[src/rtl/mdu_pkg.sv]
// Shared types and constants for the multiply/divide unit.
// HI/LO packing: hilo = {HI, LO} = {remainder, quotient}.
package mdu_pkg;

  typedef enum logic [1:0] {
    S_IDLE,
    S_CALC,
    S_FIX,
    S_DONE
  } div_state_t;

  localparam int          DIV_ITERS  = 32;
  localparam logic [31:0] DIV_ZERO_Q = 32'hFFFF_FFFF;

endpackage

[src/rtl/div_step.sv]
// One restoring divide iteration: shift {rem,quo} left by one, then
// conditionally subtract the divisor magnitude and set the new quotient bit.
module div_step #(
  parameter int W = 32
) (
  input  logic [W:0]   rem_i,
  input  logic [W-1:0] quo_i,
  input  logic [W-1:0] dvs_i,
  output logic [W:0]   rem_o,
  output logic [W-1:0] quo_o
);

  logic [W+1:0] sh;
  logic [W:0]   diff;
  logic         ge;

  always_comb begin
    sh    = {rem_i, quo_i[W-1]};
    ge    = (sh >= {2'b00, dvs_i});
    diff  = sh[W:0] - {1'b0, dvs_i};
    rem_o = ge ? diff : sh[W:0];
    quo_o = {quo_i[W-2:0], ge};
  end

endmodule

[src/rtl/hilo_div_unit.sv]
// Iterative radix-2 DIV/DIVU for the EX stage; result {remainder, quotient} to HI/LO.
// Optional DIV_EARLY_OUT_EN: finish in one cycle when |dividend| < |divisor|.
module hilo_div_unit
  import mdu_pkg::*;
#(
  parameter int DATA_W = DIV_ITERS
) (
  input  logic                clk,
  input  logic                rst,
  input  logic                start,
  input  logic                is_signed,
  input  logic [DATA_W-1:0]   dividend,
  input  logic [DATA_W-1:0]   divisor,
  input  logic                flush,
  input  logic                hold,
  output logic                stall,
  output logic                done,
  output logic [2*DATA_W-1:0] hilo
);

  localparam int CW = $clog2(DATA_W);

  div_state_t            state_q, state_d;
  logic [CW-1:0]         cnt_q, cnt_d;
  logic [DATA_W:0]       r_q, r_d;
  logic [DATA_W-1:0]     q_q, q_d;
  logic [DATA_W-1:0]     dvs_q, dvs_d;
  logic                  q_neg_q, q_neg_d;
  logic                  r_neg_q, r_neg_d;
  logic [2*DATA_W-1:0]   hilo_q, hilo_d;

  logic [DATA_W:0]       step_rem;
  logic [DATA_W-1:0]     step_quo;
  logic [DATA_W-1:0]     a_mag, b_mag;
  logic [DATA_W-1:0]     q_fix, r_fix;
  logic                  a_neg, b_neg;

  div_step #(.W(DATA_W)) u_step (
    .rem_i (r_q),
    .quo_i (q_q),
    .dvs_i (dvs_q),
    .rem_o (step_rem),
    .quo_o (step_quo)
  );

  always_comb begin
    state_d = state_q;
    cnt_d   = cnt_q;
    r_d     = r_q;
    q_d     = q_q;
    dvs_d   = dvs_q;
    q_neg_d = q_neg_q;
    r_neg_d = r_neg_q;
    hilo_d  = hilo_q;

    a_neg = is_signed & dividend[DATA_W-1];
    b_neg = is_signed & divisor[DATA_W-1];
    a_mag = a_neg ? -dividend : dividend;
    b_mag = b_neg ? -divisor : divisor;
    q_fix = q_neg_q ? -q_q : q_q;
    r_fix = r_neg_q ? -r_q[DATA_W-1:0] : r_q[DATA_W-1:0];

    case (state_q)
      S_IDLE: begin
        if (start) begin
          if (divisor == '0) begin
            hilo_d  = {dividend, {DATA_W{1'b1}}};
            state_d = S_DONE;
          end
`ifdef DIV_EARLY_OUT_EN
          else if (a_mag < b_mag) begin
            hilo_d  = {dividend, {DATA_W{1'b0}}};
            state_d = S_DONE;
          end
`endif
          else begin
            r_d     = '0;
            q_d     = a_mag;
            dvs_d   = b_mag;
            q_neg_d = a_neg ^ b_neg;
            r_neg_d = a_neg;
            cnt_d   = '0;
            state_d = S_CALC;
          end
        end
      end
      S_CALC: begin
        r_d   = step_rem;
        q_d   = step_quo;
        cnt_d = cnt_q + 1'b1;
        if (cnt_q == CW'(DATA_W - 1)) state_d = S_FIX;
      end
      S_FIX: begin
        hilo_d  = {r_fix, q_fix};
        state_d = S_DONE;
      end
      S_DONE: begin
        if (!hold) state_d = S_IDLE;
      end
      default: state_d = S_IDLE;
    endcase

    // A flush abandons the operation without touching the architectural result.
    if (flush) begin
      state_d = S_IDLE;
      hilo_d  = hilo_q;
    end

    stall = ((state_q == S_IDLE) & start & ~flush) |
            (state_q == S_CALC) | (state_q == S_FIX);
    done  = (state_q == S_DONE);
    hilo  = hilo_q;
  end

  always_ff @(posedge clk or negedge rst) begin
    if (!rst) begin
      state_q <= S_IDLE;
      cnt_q   <= '0;
      r_q     <= '0;
      q_q     <= '0;
      dvs_q   <= '0;
      q_neg_q <= 1'b0;
      r_neg_q <= 1'b0;
      hilo_q  <= '0;
    end else begin
      state_q <= state_d;
      cnt_q   <= cnt_d;
      r_q     <= r_d;
      q_q     <= q_d;
      dvs_q   <= dvs_d;
      q_neg_q <= q_neg_d;
      r_neg_q <= r_neg_d;
      hilo_q  <= hilo_d;
    end
  end

endmodule

[config.mk]
export PLATFORM = sky130hd
export DESIGN_NAME = hilo_div_unit
export DESIGN_NICKNAME = d
export VERILOG_FILES = /design/src/rtl/mdu_pkg.sv /design/src/rtl/div_step.sv /design/src/rtl/hilo_div_unit.sv
export SDC_FILE = /design/constraint.sdc
export NUM_CORES = 1
export LEC_CHECK = 0
export ABC_AREA = 0
export BUFFER_PORTS_ARGS = -buffer_cell sky130_fd_sc_hd__buf_2
export CAP_MARGIN = 10
export CORE_ASPECT_RATIO = 1.25
export CORE_MARGIN = 2
export CORE_UTILIZATION = 50
export DETAILED_ROUTE_END_ITERATION = 12
export GPL_ROUTABILITY_DRIVEN = 1
export PLACE_DENSITY = 0.79
export SLEW_MARGIN = 5
export SYNTH_ARGS = -nofsm -noshare
export SYNTH_HDL_FRONTEND = slang
export SYNTH_SLANG_ARGS = --single-unit
[constraint.sdc]
create_clock -name clk -period 3.5 [get_ports clk]
set_input_delay 0.175 -clock clk [delete_from_list [all_inputs] [get_ports clk]]
set_output_delay 0.175 -clock clk [all_outputs]
set_load 0.02 [all_outputs]
==> flow_summary.rst <==
.. list-table::
   :header-rows: 1

   * - Metric
     - Value
   * - Outcome
     - completed
   * - Setup tns final
     - 0 ns
   * - Number of setup violations in the final report
     - 0
   * - Setup repair after global routing missed its margin
     - false
   * - Routed vias/inst
     - 6.03
   * - CORE AREA
     - approximately 0.024 mm2
   * - Global-route met1 utilization
     - between 30% and 40%
   * - Leakage power summed over all cells
     - 0.00592 uW
   * - Overall die width
     - 142 um
   * - Global routing usage summed across all routing layers
     - 25.5%
   * - Max H-tree Level
     - 4
   * - Clock slew seen by the registers of the worst setup and hold paths
     - 0.06 ns
   * - Fill cell instance count of the final layout
     - roughly 2100
   * - Post-detailed-route DRC marker count
     - 0
   * - Die outline height
     - 177 um
   * - Maximum number of pins on one net before global-route repair
     - 71
   * - Number of routed nets with antenna violations
     - 0
   * - Fraction of registers with async set/reset
     - 100%
   * - Category of the critical setup timing path
     - register to register
   * - Final cycle utilization of the critical path
     - 95.2%
   * - Worst-path fanout max
     - 34
   * - Leading cell types by total area after synthesis
     - sky130_fd_sc_hd__dfrtp_1 36%, sky130_fd_sc_hd__nand2_1 5.7%, sky130_fd_sc_hd__xor2_1 5.5%, sky130_fd_sc_hd__o21ai_0 5.1%, sky130_fd_sc_hd__xnor2_1 5.0%
   * - Die area
     - 0.0252 mm2
   * - Share of final-layout standard cells stronger than drive strength 1
     - 16.0%
   * - Average instance area after synthesis
     - 8.37 um2
   * - Port Buffer Count
     - 135
   * - Number of flip-flops and latches in the synthesized netlist
     - 170
   * - Detailed Place HPWL
     - about 23000 um
   * - Area taken by flip-flops and latches
     - 0.00425 mm2
   * - Max-slew violations
     - 0
   * - Vias in the first global route
     - 10600
   * - Initial antenna violation count
     - 0
   * - P&R area growth vs syn
     - 13.4%
   * - DR vias
     - between 10000 and 15000
   * - Critical path data required time
     - between 3 and 4 ns
   * - Slew Limit Headroom
     - 27.8%
   * - Largest area contributor in the synthesized netlist
     - sky130_fd_sc_hd__dfrtp_1
   * - Number of warnings reported in the yosys synthesis log
     - 0
   * - Total power divided by cell area
     - 804 mW/mm2
   * - Met2 track utilization from global routing
     - roughly 45%
   * - Total Routed Length
     - about 32000 um
   * - Number of DRC markers in iteration 0
     - 775
   * - TritonCTS clock tree
     - yes
   * - Share of synthesized area occupied by flip-flops and latches
     - a little over a third
   * - Clk Tree Root Cell
     - sky130_fd_sc_hd__clkbuf_16
   * - Clock sink count
     - 170
   * - Routed length per instance
     - 17.4 um
   * - Starting density of the core
     - 50.7%
   * - Layer with the highest usage after global routing
     - met2
   * - Crit path time final
     - roughly 3.3 ns
   * - Post-layout instance count excluding filler cells
     - 1829
   * - Final Util
     - 57.5%
   * - Setup crit start kind
     - register
   * - Worst-Skew Late Latency
     - 0.44 ns
   * - Met3 usage in global routing
     - roughly 3.7%
   * - Most used DFF post-synth
     - sky130_fd_sc_hd__dfrtp_1
   * - Placer's final routability congestion estimate
     - 1.05
   * - Footprint of the multi-input gates
     - 0.00715 mm2
   * - Top-Level Pins
     - approximately 140
   * - Number of unique standard cell types used by synthesis
     - 71
   * - Post-synthesis instance total
     - 1431
   * - Number of flops mapped to enable cells by yosys
     - 0
   * - Sort of element at the end of the critical path
     - register
   * - First-pass GRT wire length
     - 52100 um
   * - Longest Clk Path Bufs
     - 2
   * - Final clock skew
     - 0.00742 ns
   * - Cell area after synthesis
     - 0.0120 mm2
   * - DP Cell Count
     - ~1800
   * - Number of maximum-capacitance violations
     - 0
   * - Number of nets in the layout
     - 1639
   * - Hold WC Path Type
     - input pin to register
   * - Standard-cell row count
     - 63
   * - Number of hold violations in the final report
     - 0
   * - Hold_ws
     - 0.0268 ns
   * - Highest clock frequency the design can meet
     - about 300 MHz
   * - Iteration count of the initial detailed-routing pass
     - 5
   * - Post-synth net total
     - 1545
   * - Area share of the largest cell type after synthesis
     - 35.5%
   * - Beginning of the worst hold path
     - divisor[1]
   * - Num CTS Buffers
     - 17
   * - Crit Reg-Reg Startpoint
     - q_q[31]
   * - Max IR drop VDD
     - a little under 0.6 mV
   * - Data arrival at the endpoint of the critical path
     - 3.65 ns
   * - Origin of the worst setup path
     - q_q[31]
   * - Total global routing overflow
     - 0
   * - Worst-margin pin slew
     - 1.08 ns
## repair_timing
item	in CTS	in global routing
gates resized for setup	0	1
endpoints found under the hold margin	52	0
hold buffers	2	0
buffers inserted	0	0
endpoints found under the setup margin	0	1
## layout by cell type, fill, tap and decap left out, types with 32 or more instances in the layout
cell and count:
sky130_fd_sc_hd__nor3_1 32, sky130_fd_sc_hd__nor2_1 78, sky130_fd_sc_hd__inv_1 58, sky130_fd_sc_hd__a21oi_1 81
sky130_fd_sc_hd__o21ai_0 121, sky130_fd_sc_hd__a31oi_1 50, sky130_fd_sc_hd__xnor2_1 68, sky130_fd_sc_hd__xor2_1 75
sky130_fd_sc_hd__mux2i_1 33, sky130_fd_sc_hd__buf_2 134, sky130_fd_sc_hd__dfrtp_1 170, sky130_fd_sc_hd__ha_1 41
sky130_fd_sc_hd__o22ai_1 50, sky130_fd_sc_hd__nand2_1 183
## routing by layer
layer | up-vias | share of wire, %
li1 | 5351 | -
met4 | 0 | 2.6
met2 | 408 | 50
met1 | 5191 | 42
met5 | - | 0
met3 | 71 | 5.6
## path summary, 6_finish.rpt
kind | endpoint | cells past startpoint | slack (ns)
setup reg to reg | r_q[27] | 15 | 0.17
hold / removal | dvs_q[1] | 3 | 0.03
max in group asynchronous | r_q[18] | 3 | 2.22
hold reg to reg | dvs_q[27] | 2 | 0.48
setup / recovery | r_q[27] | 15 | 0.17
min in group asynchronous | hilo[6] | 2 | 0.24
## state kept, by name, summed over array words and instances, names as in the netlist
register and cells:
cnt_q 5, q_neg_q 1, r_q 33, dvs_q 32, hilo 64, r_neg_q 1, state_q 2, q_q 32
## synthesized netlist by cell type, types with 3 or more instances
library cell                number
sky130_fd_sc_hd__o21ai_1        30
sky130_fd_sc_hd__o31ai_1        30
sky130_fd_sc_hd__a32oi_1         6
sky130_fd_sc_hd__nor2b_1         5
sky130_fd_sc_hd__a21oi_1        81
sky130_fd_sc_hd__and4_1          4
sky130_fd_sc_hd__or4_1          12
sky130_fd_sc_hd__nand4_1         7
sky130_fd_sc_hd__buf_1           7
sky130_fd_sc_hd__nor3_1         32
sky130_fd_sc_hd__mux2_2         24
sky130_fd_sc_hd__nor4_1         13
sky130_fd_sc_hd__or3_1          14
sky130_fd_sc_hd__o221ai_1        4
sky130_fd_sc_hd__xor2_1         75
sky130_fd_sc_hd__a31oi_1        51
sky130_fd_sc_hd__nand3b_1        4
sky130_fd_sc_hd__nor2_1         78
sky130_fd_sc_hd__o2111ai_1       3
sky130_fd_sc_hd__buf_2          16
sky130_fd_sc_hd__nand2_1       183
sky130_fd_sc_hd__nand3_1        26
sky130_fd_sc_hd__a21o_1         20
sky130_fd_sc_hd__ha_1           43
sky130_fd_sc_hd__o41ai_1         8
sky130_fd_sc_hd__dfrtp_1       170
sky130_fd_sc_hd__mux2i_1        33
sky130_fd_sc_hd__inv_1          58
sky130_fd_sc_hd__or2_2           6
sky130_fd_sc_hd__a211oi_1        5
sky130_fd_sc_hd__and3_1         10
sky130_fd_sc_hd__nand2b_1        6
sky130_fd_sc_hd__clkbuf_1       73
sky130_fd_sc_hd__a221o_1         8
sky130_fd_sc_hd__and2_1          6
sky130_fd_sc_hd__o22ai_1        50
sky130_fd_sc_hd__o21ai_0       121
sky130_fd_sc_hd__xnor2_1        68
## report_power, final
part | total, uW | leakage [uW] | internal, uW | switching (uW)
logic | 5580 | 0.00358 | 2170 | 3420
clock network | 1930 | 0.000285 | 1150 | 784
registers | 3410 | 0.00205 | 2690 | 713
## cell families after synthesis
kind of cell	after synthesis	share of synthesized area (%)
muxes	57	5.01
adders and majority gates	44	4.66
buffers and inverters	155	5.02
and+or+nand+nor	418	16.4
AOI/OAI and AO/OA	444	23.0
DFF	170	35.5
xor gates and xnor gates	143	10.5
## worst max-delay path, stage by stage (launching register included)
cell	delay [ns]
sky130_fd_sc_hd__dfrtp_1	0.38
sky130_fd_sc_hd__inv_1	0.08
sky130_fd_sc_hd__ha_1	0.18
sky130_fd_sc_hd__inv_1	0.06
sky130_fd_sc_hd__fa_1	0.39
sky130_fd_sc_hd__a21o_1	0.20
sky130_fd_sc_hd__a221oi_2	0.27
sky130_fd_sc_hd__o22ai_1	0.19
sky130_fd_sc_hd__a31oi_2	0.29
sky130_fd_sc_hd__o221a_2	0.30
sky130_fd_sc_hd__o41ai_4	0.08
sky130_fd_sc_hd__buf_12	0.21
sky130_fd_sc_hd__nand2_2	0.08
sky130_fd_sc_hd__buf_4	0.13
sky130_fd_sc_hd__nor2_1	0.05
sky130_fd_sc_hd__a221o_1	0.32
## layout make-up
cell class / count / share of cell area (%)
Antenna cell: 2 / 0.0368
Clock buffer: 21 / 3.39
Clock inverter: 8 / 0.893
Inverter: 59 / 1.63
Multi-Input combinational cell: 1106 / 52.6
Sequential cell: 170 / 31.3
Tap cell: 292 / 2.69
Timing Repair Buffer: 171 / 7.41
## metrics by stage
step / power (uW) / area [um2] / worst slack, ns
detailed placement: 8950 / 13000 / 0.183
CTS: 10900 / 13600 / 0.143
global placement: 8770 / 13000 / 0.250
floorplan: 7440 / 12000 / 0.366
global route: 11700 / 13600 / 0.0391
finish: 10900 / 13600 / 0.169
(Power assumes the default switching activity.)
